`config.mk`:
```
export PLATFORM = sky130hd
export DESIGN_NAME = xcv5_rom_fetch
export DESIGN_NICKNAME = d
export VERILOG_FILES = /design/src/rtl/xcv5_rom_fetch.sv
export SDC_FILE = /design/constraint.sdc
export NUM_CORES = 1
export LEC_CHECK = 0
export ABC_AREA = 0
export BUFFER_PORTS_ARGS = -buffer_cell sky130_fd_sc_hd__buf_2
export CORE_AREA = 3 3 161 178
export DETAILED_ROUTE_END_ITERATION = 10
export DIE_AREA = 0 0 164 181
export SYNTH_ARGS = -nofsm -noshare
export SYNTH_HDL_FRONTEND = slang
export SYNTH_SLANG_ARGS = --single-unit
```
`constraint.sdc`:
```
create_clock -name gclk -period 10.4 [get_ports gclk]
set_clock_uncertainty 0.2 [all_clocks]
set_input_delay 0.52 -clock gclk [delete_from_list [all_inputs] [get_ports gclk]]
set_output_delay 0.52 -clock gclk [all_outputs]
set_load 0.1 [all_outputs]
```
`src/rtl/xcv5_rom_fetch.sv`:
```
// Tagged byte-address front end for xcv5_bram_rom_32: fixed-latency tag pipeline plus FWFT response FIFO,
// first response LAT+1 cycles after accept; credit-based req_ready; ROM_FETCH_RANGECHK_EN adds range errors.
typedef struct packed {
   logic clk;
   logic clk2x;
} iu_clk_type;

module xcv5_rom_fetch #(
   parameter int ADDRMSB = 10,
   parameter int TIDW    = 5,
   parameter int LAT     = 2,
   parameter int DEPTH   = 8
) (
   input  iu_clk_type          gclk,
   input  logic                rst,
   input  logic                req_valid,
   output logic                req_ready,
   input  logic [31:0]         req_addr,
   input  logic [TIDW-1:0]     req_tid,
   output logic [ADDRMSB:0]    rom_addr,
   input  logic [31:0]         rom_dout,
   output logic                rsp_valid,
   input  logic                rsp_ready,
   output logic [31:0]         rsp_data,
   output logic [TIDW-1:0]     rsp_tid,
   output logic                rsp_err,
   output logic                busy
);
   localparam int PW = $clog2(DEPTH);
   localparam int CW = PW + 2;
   localparam logic [PW-1:0] PTR_ONE = 1;
   localparam logic [PW:0]   CNT_ONE = 1;

   logic clk;
   assign clk = gclk.clk2x;

   logic                accept;
   logic                push;
   logic                pop;
   logic [31:0]         push_dat;
   logic [LAT:1]        pv_vld_q;
   logic [TIDW-1:0]     pv_tid_q [1:LAT];
   logic [PW-1:0]       wr_ptr_q;
   logic [PW-1:0]       rd_ptr_q;
   logic [PW:0]         fifo_cnt_q;
   logic [PW:0]         fifo_cnt_d;
   logic [31:0]         dat_mem_q [DEPTH];
   logic [TIDW-1:0]     tid_mem_q [DEPTH];
   logic [CW-1:0]       inflight;
   logic [CW-1:0]       credit_used;
   logic                unused_bits;

   assign accept   = req_valid && req_ready;
   assign rom_addr = req_addr[ADDRMSB+2:2];

   // Stage 0 is the accept cycle itself; pv_*[k] is the request accepted k edges ago,
   // so pv_vld_q[LAT] lines up with rom_dout.
   always_ff @(posedge clk or negedge rst) begin
      if (!rst) begin
         pv_vld_q <= '0;
      end else begin
         pv_vld_q[1] <= accept;
         for (int i = 2; i <= LAT; i++) begin
            pv_vld_q[i] <= pv_vld_q[i-1];
         end
      end
   end

   always_ff @(posedge clk) begin
      pv_tid_q[1] <= req_tid;
      for (int i = 2; i <= LAT; i++) begin
         pv_tid_q[i] <= pv_tid_q[i-1];
      end
   end

`ifdef ROM_FETCH_RANGECHK_EN
   logic [LAT:1] pv_err_q;
   logic         err_mem_q [DEPTH];

   always_ff @(posedge clk) begin
      pv_err_q[1] <= |req_addr[31:ADDRMSB+3];
      for (int i = 2; i <= LAT; i++) begin
         pv_err_q[i] <= pv_err_q[i-1];
      end
      if (push) begin
         err_mem_q[wr_ptr_q] <= pv_err_q[LAT];
      end
   end

   assign push_dat    = pv_err_q[LAT] ? 32'h0 : rom_dout;
   assign rsp_err     = rsp_valid && err_mem_q[rd_ptr_q];
   assign unused_bits = &{1'b0, gclk.clk, req_addr[1:0]};
`else
   assign push_dat    = rom_dout;
   assign rsp_err     = 1'b0;
   assign unused_bits = &{1'b0, gclk.clk, req_addr[1:0], req_addr[31:ADDRMSB+3]};
`endif

   // The ROM cannot stall, so the FIFO write side has no ready; credits keep it from overflowing.
   assign push = pv_vld_q[LAT];
   assign pop  = rsp_valid && rsp_ready;

   always_comb begin
      fifo_cnt_d = fifo_cnt_q;
      if (push && !pop) begin
         fifo_cnt_d = fifo_cnt_q + CNT_ONE;
      end else if (pop && !push) begin
         fifo_cnt_d = fifo_cnt_q - CNT_ONE;
      end
   end

   always_ff @(posedge clk or negedge rst) begin
      if (!rst) begin
         wr_ptr_q   <= '0;
         rd_ptr_q   <= '0;
         fifo_cnt_q <= '0;
      end else begin
         if (push) begin
            wr_ptr_q <= wr_ptr_q + PTR_ONE;
         end
         if (pop) begin
            rd_ptr_q <= rd_ptr_q + PTR_ONE;
         end
         fifo_cnt_q <= fifo_cnt_d;
      end
   end

   always_ff @(posedge clk) begin
      if (push) begin
         dat_mem_q[wr_ptr_q] <= push_dat;
         tid_mem_q[wr_ptr_q] <= pv_tid_q[LAT];
      end
   end

   assign rsp_valid = (fifo_cnt_q != '0);
   assign rsp_data  = dat_mem_q[rd_ptr_q];
   assign rsp_tid   = tid_mem_q[rd_ptr_q];

   // Same-cycle pops are deliberately not credited: keeps rsp_ready off the req_ready path.
   always_comb begin
      inflight = '0;
      for (int i = 1; i <= LAT; i++) begin
         inflight = inflight + CW'(pv_vld_q[i]);
      end
   end

   assign credit_used = inflight + CW'(fifo_cnt_q);
   assign req_ready   = rst && (credit_used < CW'(DEPTH));
   assign busy        = (|pv_vld_q) || rsp_valid;

endmodule
```
# [Word-level counts from Yosys, hierarchy flattened]
# Memories as Yosys holds them, arrays and structs flattened.
# Cells that the tools add are included.
[totals] register_bits=12 ramBits=306 output_inout_bits=52 mem_count=3
[mem_list] name="dat_mem_q" words=8 width=32 read_ports=1 rd_clocked_by_memory_dff=0 write_ports=1 line="47" rtl="logic [31:0] dat_mem_q [DEPTH];"
[mem_list] name="tid_mem_q" words=8 width=5 read_ports=1 rd_clocked_by_memory_dff=0 write_ports=1 line="48" rtl="logic [TIDW-1:0] tid_mem_q [DEPTH];"
[mem_list] name="pv_tid_q" words=2 width=5 read_ports=2 rd_clocked_by_memory_dff=0 write_ports=2 line="42" rtl="logic [TIDW-1:0] pv_tid_q [1:LAT];"
[op_classes] n_addsub=6 n_lt_le_gt_ge=1 n_mux=4 reduce_logical=11
[ops] op="$mux 4" n=2
[ops] op="$add 3x1->3 const B" n=2
[ops] op="$add 2x4->5" n=1
[ops] op="$logic_and 1x1->1" n=5
[ops] op="$lt 5x4->1 const B" n=1
[ops] op="$add 4x1->4 const B" n=1
[ops] op="$reduce_bool 4->1" n=1
[ops] op="$sub 4x1->4 const B" n=1
[ops] op="$add 1x1->2" n=1
[ops] op="$logic_not 1->1" n=2
[ops] op="$mux 1" n=2
[ops] op="$reduce_bool 2->1" n=1
[ops] op="$reduce_or 2->1" n=1
[ops] op="$logic_or 1x1->1" n=1

# [Logic depth before layout (Yosys ltp)]
# Gate-level depths: netlist of run 1.
[depth] word_depth=5 mapped_depth=8 mapped_depth_nobuf=8

# [Worst setup path before layout of run 1]
# No wires, ideal clock.
[synth_timing] path_type="register to output" start="reg fifo_cnt_q[0]" end="out req_ready" arrival_ps=3103 required_ps=9680 slack_ps=6577 path_stages_with_launch=5 n_path_buf=0 path_cell_list="dfrtp_1 ha_1 a21oi_1 nor2_1 nor3b_1"
[synth_between] elab_chain_cells=3
[synth_rtl] element="start, declared" line="45" rtl="logic [PW:0] fifo_cnt_q;"
[synth_rtl] element="start signal, assigned" line="124" rtl="fifo_cnt_q <= fifo_cnt_d;"
[synth_rtl] element="$add 2x4->5" line="147" rtl="assign credit_used = inflight + CW'(fifo_cnt_q);"
[synth_rtl] element="$lt 5x4->1" line="148" rtl="assign req_ready = rst && (credit_used < CW'(DEPTH));"
[synth_rtl] element="$logic_and 1x1->1" line="148"
[synth_rtl] element="end, declared" line="17" rtl="output logic req_ready,"
# No other way between the ends.

# [Worst setup path in the final report of run 1]
[layout_timing] start="reg rd_ptr_q[0]" end="out rsp_data[23]"
[layout_between] elab_chain_cells=1
[layout_rtl] element="start, declared" line="44" rtl="logic [PW-1:0] rd_ptr_q;"
[layout_rtl] element="start signal, assigned" line="122" rtl="rd_ptr_q <= rd_ptr_q + PTR_ONE;"
[layout_rtl] element="$mem_v2 8x32"
[layout_rtl] element="end, declared" line="24" rtl="output logic [31:0] rsp_data,"
# No other way between the ends.

==> impl_metrics.yaml, run 1 <==
clock_network:
  cts_tree: "yes"
  cts-htree-levels: 2
  clkTransAtPathRegs_ps: 60
  postCtsSetupBuffers: 0
  clock_latency_ps: 500
  cts_root_buf: "clkbuf_16"
  cts.sinks: 318
  numCtsBuffers: 34
  cts_max_path_buffers: 3
job:
  cap_viol_max_count: 0
synth:
  yosys.area_share.simple_pct: 1.27
  synthArstFlopShare_pct: 3.77
  netlist_instances: 518
  synth_xor_area_share_pct: 0.435
  synth_edf_count: 296
  synth.yosys.seq_area_share_pct: 77.6
  synth_compound_area_share_pct: 0.383
  synth_top_family_by_area: "multiplexers"
  synth-seq-cells: 318
  avgSynthCellArea_sq_um: 23.3
  muxShareOfSynthArea_pct: 17.6
  syn_nets: 599
  yosysWarningCount: 0
  yosys.cell_types.count: 31
  synthFlopType: "edfxtp_1"
  synthAdderAreaFrac_pct: 0.786
  syn_area_sq_um: 12100
placement:
  place_inst: 932
  placed_area_sq_um: 12900
  gp_congestion: 0.704
  hpwl_microns: 12600
  port_buffers: 80
critical_path:
  crit_type: "reg -> out"
  cp-start-kind: "flip-flop"
  worstPathCellList: "buf_4, mux4_2, mux2_2, buf_2"
  worst-path-buf-inv: 2
  critPathMaxFanout: 43
  cp_data_arrival_time_ps: 3460
  path_delay_family: "flip-flops"
  crit_slowest_cell: "dfrtp_4"
  critPathCaptureType: "primary output"
  max_stage_delay_ps: 1010
  required_ps: 9680
  ff2ff_setup_slack_ps: 7300
floorplan:
  start_util_pct: 44.7
  io_pins: 126
  core_sq_um: 27000
  die_w_microns: 164
  row_count: 63
  die_area_sq_um: 29700
  die_h_microns: 181
routing:
  route.detailed.drc: 0
  vias: 5374
  wl_per_cell_microns: 23.1
  detail-route-antenna-nets: 0
  drt_iter0_markers: 399
  routed_wl_microns: 23200
  viasPerCell: 5.37
  first_pass_iters: 4
sta:
  max_slew_margin_pct: 23.2
  finalSetupViolations: 0
  post-route-period-util_pct: 40.2
  rsz0062_at_grt: "no"
  maxClockFrequency_mhz: 239
  fin_crit_ps: 4180
  tightest_slew_ps: 1150
  hold_viol_final: 0
  tns_ps: 0
  slew_violations: 0
global_routing:
  gr-total-overflow: 0
  antenna_found_initial: 0
  grt_pass1_wl_microns: 35700
  grt_pass1_vias: 5979
  grt_max_degree: 77
  grt_use_total_pct: 16.1
min_path:
  min_path_type: "in -> reg"
finish:
  postLayoutCellArea_sq_um: 13900
  post-route-util_pct: 51.5
  final_cell_mix: "edfxtp_1, buf_2, mux4_2"
  final_common_cell: "edfxtp_1"
  layout.cells.non_filler: 1001
  syn2layout_area_growth_pct: 15.2
  finalNetCount: 698
  drive_gt1_share_pct: 40.1
outcome:
  status: "complete, no violations"
[logic make-up (layout without fill, tap and decap cells)]
family                   after synthesis  count (layout)
XOR/XNOR                               6               6
buffers and inverters                 34             159
AND/OR/NAND/NOR                       30              30
flip-flops                           318             318
multiplexers                         115             115
AO/OA/AOI/OAI                          7               7
other                                  1               2
adder cells (fa/ha/maj)                7               7
[metrics by stage]
step	setup WS, ps	hold slack (ps)
floorplan	6580	24.4
global placement	6620	111
detailed placement	6580	112
CTS	6050	47.7
global route	5940	68.3
finish	6220	68.1
[what timing repair did]
item                                   4_1_cts  5_1_grt
endpoints found under the hold margin       17        0
resized for setup                            0        0
hold buffers                                 6        0
[state kept, by name, indices dropped and copies added (netlist names)]
name        count
tid_mem_q      40
dat_mem_q     256
pv_tid_q       10
fifo_cnt_q      4
pv_vld_q        2
wr_ptr_q        3
rd_ptr_q        3
[area by class of cell]
type                            instances  area [sq um]
Timing Repair Buffer                   96           536
Sequential cell                       318          9400
Fill cell                            2098         13100
Inverter                                1          3.75
Multi-Input combinational cell        166          2530
Tap cell                              357           447
Antenna cell                            1          2.50
Clock buffer                           45           892
Clock inverter                         17           119
[per-layer routing]
metal	vias up	part of all wire [%]	GRT usage [%]
li1	2352	-	-
met1	2861	42	21.3
met2	131	52	27.3
met3	30	4.5	3.30
met4	0	1.8	4.43
met5	-	0	0
[Yosys cell counts (4+ instances only)]
cell type  number  area (sq um)
edfxtp_1      296          8890
mux4_2         74          1670
mux2_2         40           450
buf_4          12          90.1
dfrtp_1        12           300
dfxtp_1        10           200
nand2_1         7          26.3
nor2_1          7          26.3
buf_2           6          30.0
buf_6           6          67.6
ha_1            6          75.1
clkbuf_1        5          18.8
xnor2_1         5          43.8
buf_1           4          15.0
[worst register-to-register path, stage by stage, from the launching register on]
cell      delay, ps
dfrtp_1         460
or4_1           610
nand2_1         170
ha_1            290
inv_1           140
ha_1            380
or4_1           510
o211ai_1        110
o211ai_1        110
[path summary, 6_finish.rpt]
check / startpoint / to / cells after the start
max: rd_ptr_q[0]$_DFFE_PN0P_ / rsp_data[23] / 4
min: rom_dout[28] / dat_mem_q[6][28]$_DFFE_PP_ / 1
max reg2reg: fifo_cnt_q[0]$_DFFE_PN0P_ / fifo_cnt_q[3]$_DFFE_PN0P_ / 8
min reg2reg: pv_tid_q[1][2]$_DFF_P_ / pv_tid_q[2][2]$_DFF_P_ / 0
max in group asynchronous: rst / rd_ptr_q[0]$_DFFE_PN0P_ / 2
min in group asynchronous: rst / pv_vld_q[1]$_DFF_PN0_ / 2
Power of run 1 is left out: the tool's default activity adds up to more than one toggle a clock period on the data nets, which glitch-free logic cannot reach.
==> inputs of run 2 (changes only) <==
==> constraint.sdc (replaced) <==
create_clock -name gclk -period 4.2 [get_ports gclk]
set_clock_uncertainty 0.2 [all_clocks]
set_input_delay 0.21 -clock gclk [delete_from_list [all_inputs] [get_ports gclk]]
set_output_delay 0.21 -clock gclk [all_outputs]
set_load 0.1 [all_outputs]
==> run 2 against run 1 <==
Net effect: worst hold slack better by 13 ps; non-clock buffer count is 41 higher; die area stayed put; sequential share of layout area is 1.8 points lower; cell area is 2.8% higher; via count is 2.4% higher; critical path type unchanged; critical path depth stayed put; worst setup slack worse by 5300 ps; utilization is 1.4 points higher; routed wire length is 2.0% lower; sequential cell count stayed put.
==> impl_metrics.yaml, run 2 (synthesis results as in run 1) <==
pwr:
  ir_drop_mv: 0.523
  power_mw: 11.1
  power.density_nw_per_um2: 776
  p_leak_nw: 4.71
critical_path:
  crit_type: "reg -> out"
  cp-start-kind: "flip-flop"
  ff2ff_setup_slack_ps: 1150
  cp_data_arrival_time_ps: 2920
  required_ps: 3790
  critPathMaxFanout: 29
  critPathCaptureType: "primary output"
finish:
  layout.cells.non_filler: 1035
  reg.largest.list: "dat_mem_q (256), tid_mem_q (40), pv_tid_q (10)"
  final_cell_mix: "edfxtp_1, buf_2, mux4_2"
  n_antenna_cell: 0
  finalNetCount: 736
  fillers: 2083
  syn2layout_area_growth_pct: 18.4
  final_common_cell: "edfxtp_1"
  drive_gt1_share_pct: 38.1
  largest_register_ffs: 256
  multi_input_area_sq_um: 2530
  seq_area_sq_um: 9400
  largest-register: "dat_mem_q"
routing:
  vias: 5504
  detail-route-antenna-nets: 0
  viasPerCell: 5.32
  wl_per_cell_microns: 21.9
  routed_wl_microns: 22700
  first_pass_iters: 4
  route.detailed.drc: 0
  drt_iter0_markers: 387
clock_network:
  cts_root_buf: "clkbuf_16"
  clkTransAtPathRegs_ps: 60
  cts-htree-levels: 1
  numCtsBuffers: 31
  cts_tree: "yes"
  cts_max_path_buffers: 3
  clock_latency_ps: 560
  postCtsSetupBuffers: 0
  cts.sinks: 318
min_path:
  min_path_type: "in -> reg"
floorplan:
  io_pins: 126
  die_w_microns: 164
  die_area_sq_um: 29700
  start_util_pct: 44.7
  die_h_microns: 181
  row_count: 63
  core_sq_um: 27000
global_routing:
  grt_pass1_wl_microns: 35200
  gr-total-overflow: 0
  grt_pass1_vias: 5824
  grt_use_total_pct: 15.7
  antenna_found_initial: 0
  grt_max_degree: 77
sta:
  max_slew_margin_pct: 21.0
  tightest_slew_ps: 1180
  rsz0062_at_grt: "no"
  tns_ps: 0
  finalSetupViolations: 0
  slew_violations: 0
  hold_viol_final: 0
  fin_crit_ps: 3330
  post-route-period-util_pct: 79.3
  maxClockFrequency_mhz: 300
placement:
  gp_congestion: 0.727
  place_inst: 938
  port_buffers: 80
  hpwl_microns: 12700
outcome:
  status: "complete, no violations"
job:
  cap_viol_max_count: 0
run 2: worst max-delay path: stages, from the launching register on:
cell and delay [ps]:
dfrtp_4 840, buf_4 380, mux4_2 540, mux2_2 290, buf_2 300
run 2: worst paths after layout:
| check | startpoint | end | cells after the start |
|---|---|---|---|
| worst max-delay path | rd_ptr_q[0]$_DFFE_PN0P_ | rsp_data[2] | 4 |
| worst min-delay path | req_tid[3] | pv_tid_q[1][3]$_DFF_P_ | 2 |
| worst max register to register | fifo_cnt_q[0]$_DFFE_PN0P_ | fifo_cnt_q[3]$_DFFE_PN0P_ | 8 |
| worst min register to register | pv_tid_q[1][0]$_DFF_P_ | pv_tid_q[2][0]$_DFF_P_ | 0 |
| max in group asynchronous | rst | rd_ptr_q[1]$_DFFE_PN0P_ | 3 |
| min in group asynchronous | rst | pv_vld_q[1]$_DFF_PN0_ | 3 |
run 2: area by class of cell:
class / count / area share [%]
flip-flops and latches: 318 / 65.6
multi-input cells: 166 / 17.7
repair buffers: 137 / 6.76
clock buffers: 41 / 5.68
well taps: 357 / 3.12
clock inverters: 15 / 1.07
inverters: 1 / 0.0262
run 2: repair_timing:
action / in CTS / in global routing
resized for setup: 0 / 0
hold buffers: 41 / 0
endpoints found under the hold margin: 277 / 0
endpoints found under the setup margin: 0 / 0
run 2: power breakdown:
part,total [mW],internal (mW),switching [mW]
Sequential,4.11,3.72,0.393
Combinational,4.37,1.32,3.05
Clock,2.62,1.54,1.08
Total,11.1,6.57,4.53
run 2: per-stage QoR:
step	hold WS [ps]	setup slack (ps)	util [%]	area, sq um
floorplan	-286	405	-	12100
CTS	49.3	760	53.0	14300
finish	80.9	871	53.0	14300
global route	61.9	692	53.0	14300
global placement	-92.2	1260	47.9	12900
detailed placement	-81.5	1150	47.9	12900
run 2: layer usage:
metal	routed length (microns)	global-route usage, %	vias to the layer above
met5	0	0	-
met4	427	3.69	0
met3	986	2.68	37
met2	11700	26.5	122
met1	9530	21.4	2907
li1	-	-	2438
(Power assumes the default switching activity.)
